## src/rtl/deser8_pkg.sv

```systemverilog
// Shared constants and types for the deser8 serial-to-parallel receiver.
package deser8_pkg;
  localparam int WORD_W    = 8;
  localparam int BUF_DEPTH = 2;

  typedef enum logic {
    IDLE = 1'b0,
    RECV = 1'b1
  } state_t;
endpackage

```

## src/rtl/deser8_fifo2.sv

```systemverilog
// Two-entry output buffer; a push into a full buffer without a same-cycle pop is dropped.
module deser8_fifo2
  import deser8_pkg::*;
#(
  parameter int W = WORD_W
) (
  input  logic         clk,
  input  logic         reset,
  input  logic         push,
  input  logic         pop,
  input  logic [W-1:0] din,
  output logic [W-1:0] dout,
  output logic         empty,
  output logic         drop
);

  logic [W-1:0] mem [BUF_DEPTH];
  logic         rd_ptr;
  logic         wr_ptr;
  logic [1:0]   count;
  logic         full;
  logic         do_pop;
  logic         do_push;

  assign empty   = (count == 2'd0);
  assign full    = (count == 2'(BUF_DEPTH));
  assign do_pop  = pop & ~empty;
  assign do_push = push & (~full | do_pop);
  assign drop    = push & full & ~do_pop;
  // When full the write slot coincides with the head, which a same-cycle pop frees.
  assign wr_ptr  = rd_ptr ^ count[0];
  assign dout    = mem[rd_ptr];

  always_ff @(posedge clk or posedge reset) begin
    if (reset) begin
      for (int i = 0; i < BUF_DEPTH; i++) mem[i] <= '0;
      rd_ptr <= 1'b0;
      count  <= 2'd0;
    end else begin
      if (do_push) mem[wr_ptr] <= din;
      if (do_pop)  rd_ptr <= ~rd_ptr;
      count <= count + 2'(do_push) - 2'(do_pop);
    end
  end

endmodule

```

## src/rtl/deser8.sv

```systemverilog
// Serial-to-parallel receiver: assembles W strobed bits into a word and queues it in a 2-entry buffer.
module deser8
  import deser8_pkg::*;
#(
  parameter int W = WORD_W
) (
  input  logic                 clk,
  input  logic                 reset,
  input  logic                 en,
  input  logic                 dir,
  input  logic                 sd,
  input  logic                 clr,
  output logic [W-1:0]         q,
  output logic                 q_valid,
  input  logic                 q_ready,
  output logic                 busy,
  output logic [$clog2(W)-1:0] bit_cnt,
  output logic                 ovr
);

  localparam int CW = $clog2(W);

  state_t       state;
  state_t       state_nxt;
  logic [W-1:0] asm;
  logic [W-1:0] asm_nxt;
  logic         word_dir;
  logic         cur_dir;
  logic         last_bit;
  logic         push;
  logic         pop;
  logic         drop;
  logic         empty;

  // The first bit of a word uses the live dir; later bits use the latched copy.
  assign cur_dir  = (state == IDLE) ? dir : word_dir;
  assign last_bit = (bit_cnt == CW'(W - 1));
  assign asm_nxt  = cur_dir ? {sd, asm[W-1:1]} : {asm[W-2:0], sd};
  assign push     = en & ~clr & last_bit;
  assign pop      = q_valid & q_ready;
  assign q_valid  = ~empty;
  assign busy     = (state == RECV);

  always_comb begin
    state_nxt = state;
    if (clr) begin
      state_nxt = IDLE;
    end else if (en) begin
      case (state)
        IDLE:    state_nxt = RECV;
        RECV:    if (last_bit) state_nxt = IDLE;
        default: state_nxt = IDLE;
      endcase
    end
  end

  always_ff @(posedge clk or posedge reset) begin
    if (reset) state <= IDLE;
    else       state <= state_nxt;
  end

  always_ff @(posedge clk or posedge reset) begin
    if (reset) begin
      bit_cnt  <= '0;
      asm      <= '0;
      word_dir <= 1'b0;
      ovr      <= 1'b0;
    end else if (clr) begin
      bit_cnt  <= '0;
      asm      <= '0;
      ovr      <= 1'b0;
    end else begin
      if (en) begin
        if (state == IDLE) word_dir <= dir;
        asm     <= asm_nxt;
        bit_cnt <= last_bit ? '0 : bit_cnt + 1'b1;
      end
      if (drop) ovr <= 1'b1;
    end
  end

  deser8_fifo2 #(.W(W)) u_fifo (
    .clk   (clk),
    .reset (reset),
    .push  (push),
    .pop   (pop),
    .din   (asm_nxt),
    .dout  (q),
    .empty (empty),
    .drop  (drop)
  );

endmodule

```

## config.mk

```make
export PLATFORM = sky130hd
export DESIGN_NAME = deser8
export DESIGN_NICKNAME = d
export VERILOG_FILES = /design/src/rtl/deser8_pkg.sv /design/src/rtl/deser8_fifo2.sv /design/src/rtl/deser8.sv
export SDC_FILE = /design/constraint.sdc
export NUM_CORES = 1
export LEC_CHECK = 0
export CORE_MARGIN = 8
export CORE_UTILIZATION = 35
export CTS_CLUSTER_SIZE = 10
export DETAILED_ROUTE_END_ITERATION = 6
export GPL_TIMING_DRIVEN = 0
export MAX_ROUTING_LAYER = met4
export SLEW_MARGIN = 20
export SYNTH_ARGS = -nofsm -noshare
export SYNTH_HDL_FRONTEND = slang
export SYNTH_SLANG_ARGS = --single-unit
```

## constraint.sdc

```tcl
create_clock -name clk -period 3.8 [get_ports clk]
set_clock_uncertainty 0.2 [all_clocks]
set_input_delay 0.38 -clock clk [delete_from_list [all_inputs] [get_ports clk]]
set_output_delay 0.38 -clock clk [all_outputs]
set_load 0.01 [all_outputs]
```

Word level (Yosys, flattened, before mapping)
Index checks and enable logic that the tools add are counted.

operators by class
  add/sub/neg operators = 3
  $lt $le $gt $ge = 3
  reductions and logical operators = 5
  eq/ne operators = 2
  bitwise operators = 17
  muxes and demuxes = 19

operator list
  operator                                                    count
  two-way mux 8 bit                                           7
  bitwise mux 16 bit                                          1
  two-way mux 3 bit                                           3
  demux 8 bit (select 1 bit)                                  1
  bitwise AND 1 bit                                           7
  two-way mux 1 bit                                           6
  inverter 1 bit                                              6
  >= comparator 2 bit, second input constant                  2
  inverter 1 -> 2 bit                                         2
  nonzero test 2 bit                                          2
  adder 3 x 1 -> 3 bit, second input constant                 1
  == test 3 bit, second input constant                        1
  adder 2 x 1 -> 2 bit                                        1
  == test 2 bit, second input constant                        1
  logical NOT 2 bit                                           1
  less-than comparator 2 x 1 -> 1 bit, second input constant  1
  one-hot mux 1 bit (2 select lines)                          1
  AND reduction 2 bit                                         1
  subtractor 2 x 1 -> 2 bit                                   1
  logical AND 1 bit                                           1
  bitwise OR 1 bit                                            1
  XOR 1 bit                                                   1

word-level totals
  output and inout port bits = 14
  word-level logic and storage cells = 58
  input port bits = 7
  register bits = 33

Longest topological paths before layout
  word-level depth = 8
  depth in mapped cells = 5
  mapped depth without buffers = 5

Cells and area by module
Synthesis repeated with hierarchy kept, for this count alone.

second synthesis, totals
  cells, all modules = 155
  area total of the unflattened synthesis = 1739.2 µm²

by module, submodules not included
  module        instances  cells an instance  area each (µm²)  seq. area each (µm²)
  deser8_fifo2  1          83                 988.4            475.5
  deser8        1          72                 750.7            350.3

Worst setup path before layout
No wires, ideal clock.

  path kind = reg2reg
  start = reg bit_cnt[0]
  end = reg u_fifo.mem[0] (netlist name)
  cell stages (with the launch flop) = 6
  period minus slack after synthesis = 1.995 ns
  buffers on the path = 0
  library setup time = 0.125 ns
  data required time = 3.475 ns
  data arrival time = 1.671 ns
  slack = 1.805 ns
  path through = dfrtp_1 -> ha_1 -> ha_1 -> nand3b_2 -> nor3b_4 -> mux2_2

on the way
  word-level cells in the longest chain between the ends = 3

ends and longest elaborated chain
  element                         RTL line            source
  start: declaration              deser8.sv:17        output logic [$clog2(W)-1:0] bit_cnt,
  start signal: assignment        deser8.sv:76        bit_cnt <= last_bit ? '0 : bit_cnt + 1'b1;
  == test 3 bit                   deser8.sv:37        assign last_bit = (bit_cnt == CW'(W - 1));
  bitwise AND 1 bit               deser8.sv:39        assign push = en & ~clr & last_bit;
  bitwise AND 1 bit               deser8_fifo2.sv:28  assign do_push = push & (~full | do_pop);
  end signal: indexed assignment  deser8_fifo2.sv:40  if (do_push) mem[wr_ptr] <= din;
  end: declaration                deser8_fifo2.sv:17  logic [W-1:0] mem [BUF_DEPTH];

No other way between the ends.
A chain may end at the register's enable or synchronous reset.

Worst setup path in the final report
  start = reg bit_cnt[0]
  end = reg u_fifo.mem[1] (netlist name)

The elaborated chain is that of the path after synthesis.

==> flow_summary.toml <==
[critical_path]
worstPathMaxFanout = 8
cp-start-kind = "flip-flop"
endpoint_kind = "flip-flop"
arrival_ns = 2.21
cp_data_required_time_ns = 3.77
crit_type = "flip-flop to flip-flop"

[route]
drt_iter0_markers = 28
wl_mm = 3.26
drtAntennaViolNets = 0
wl_met1_mm = 1.45
vias_per_cell = 5.12
dr.pass1.iters = 4
wl_per_cell_um = 15.8
wl_met3_um = 135
top_layer_used = "met4"
via_count = 1060
wl_met2_mm = 1.62
drcViolationCount = 0

[floorplanning]
die_y_um = 84.1
design.core.area_sq_um = 4410
initial_core_util_pct = 36.7
fp-row-count = 24
dieArea_sq_um = 7070
ioPinCount = 21
chipWidth_um = 84.1

[layout]
stdcell_count = 207
utilization_pct = 44.8
final_cell_mix = "mux2_2, dfrtp_1, nor2_1"
area_growth_pct = 22.0
final_area_sq_um = 1980
insertedDiodeCount = 0
layout-drive-gt1-share_pct = 33.5
final_nets = 163

[yosys]
synth.largest_area_cell = "dfrtp_1"
netlist_instances = 128
synth_cell_types = 31
synth-edff-count = 0
async_reset_ff_share_pct = 100
synthTopCellsByArea = "dfrtp_1, mux2_2, nor2_1"
ys.flop_type = "dfrtp_1"
syn-num-nets = 137
avgSynthCellArea_sq_um = 12.7
yosysWarningCount = 0
synth.ff_latch_count = 33
yosysSeqAreaShare_pct = 50.9
synth_area_sq_um = 1620
synth_top_cell_area_share_pct = 50.9

[clocking]
post_cts_buffers = 0
h-tree-depth = 2
cts_hold_buf = 0
cts_buffers = 5
clkLatencyLatePin_ns = 0.29
clk_pin_slew_worst_paths_ns = 0.06
cts_resized = 0
clock_sinks = 33
cts_buffer_depth = 2
cts_tree = "yes"
cts-root-buf = "clkbuf_8"

[pwr]
swShare_pct = 24.0
switching_power_mw = 0.179
max-vdd-ir-drop_uv = 240
clkPwrFrac_pct = 38.6
p_leak_nw = 0.933
pwr-share-seq_pct = 49.7
power_density_nw_per_um2 = 378
combPwrFrac_pct = 11.7
power.internal_mw = 0.568

[timing]
slew_headroom_pct = 54.5
worst_slew_pin_slew_ns = 0.682
hold_viol = 0
tns_ns = 0
clock.fmax_mhz = 446
finalCritPeriodShare_pct = 59.0
maxSlewViolCount = 0
finalCriticalPeriod_ns = 2.24
finalSetupViolations = 0
rsz0062_at_grt = "no"

[place]
port_buffers = 19
postPlaceCellArea_sq_um = 1880
dp.cells = 199
place.gp.congestion = 0.756

[global_route]
grt_pass1_vias = 1134
grt_start_max_net_pins = 34
gr-total-overflow = 0
gr-usage-all-layers_pct = 10.3
grt_pass1_wl_mm = 5.66
grt_antenna_before_repair = 0

[job]
max-cap-violations = 0

[min_path]
min_path_type = "flip-flop to flip-flop"

[status]
status = "finished, final reports clean"
## metrics by stage
step                      power [mW]  setup slack, ns  hold slack (ns)
final                          0.747             1.56            0.303
after global routing           0.788             1.43            0.320
after CTS                      0.761             1.53            0.309
after detailed placement       0.467             1.27            0.293
after global placement         0.462             1.33            0.283
after floorplan                0.437             1.80            0.275
## critical path, stage by stage (launching register included)
cell	delay [ns]
dfrtp_1	0.38
ha_1	0.18
ha_1	0.23
nand3b_2	0.21
nor3b_4	0.52
mux2_2	0.40
## synthesized netlist by cell type, types with 2 or more instances
library cell / count
mux2i_1: 3
dfrtp_1: 33
nor2_1: 22
ha_1: 2
o21a_1: 8
clkbuf_1: 2
mux2_2: 33
o21ai_0: 2
## final cells by class
class / count / area, sq um
inverters: 2 / 7.51
clock inverters: 1 / 5.00
well taps: 52 / 65.1
repair buffers: 19 / 190
flip-flops and latches: 33 / 826
plain buffers: 5 / 31.3
multi-input cells: 88 / 757
clock buffers: 7 / 96.3
fillers: 409 / 2440
## power groups by stage
stage                     Combinational [mW]  Sequential (mW)  Clock, mW
after floorplan                       0.0600            0.377          0
after global placement                0.0845            0.377          0
after detailed placement              0.0888            0.378          0
after CTS                             0.0891            0.372      0.300
after global routing                  0.0969            0.373      0.318
final                                 0.0873            0.372      0.288
## worst paths after layout
kind,end,depth (start not counted),slack [ns],start
max in group asynchronous,u_fifo.mem[1],2,2.64,reset
worst max-delay path,u_fifo.mem[1],5,1.56,bit_cnt[0]
worst min register to register,u_fifo.mem[6],1,0.30,u_fifo.mem[6]
min in group asynchronous,ovr,2,0.31,reset
worst max register to register,u_fifo.mem[1],5,1.56,bit_cnt[0]
worst min-delay path,u_fifo.mem[6],1,0.30,u_fifo.mem[6]
## per-layer routing
metal | up-vias | global-route usage (%)
met3 | 8 | 4.00
met2 | 15 | 15.9
li1 | 501 | -
met5 | - | -
met1 | 536 | 11.8
met4 | 0 | 4.24
## cell families (layout without fill, tap and decap cells)
kind of cell,after synthesis,after routing,share of synthesized area (%)
AND/OR/NAND/NOR,31,31,10.9
flip-flops,33,33,50.9
XOR/XNOR,3,3,2.08
buffers and inverters,7,34,2.39
multiplexers,37,37,25.6
AO/OA/AOI/OAI,15,15,6.56
adder cells (fa/ha/maj),2,2,1.54
## registers in the layout, indices dropped and copies added, names as in the netlist
| name | cells |
|---|---|
| u_fifo.mem | 16 |
| asm | 8 |
| bit_cnt | 3 |
| u_fifo.count | 2 |
| busy | 1 |
| ovr | 1 |
| u_fifo.rd_ptr | 1 |
| word_dir | 1 |
(Power assumes the default switching activity.)
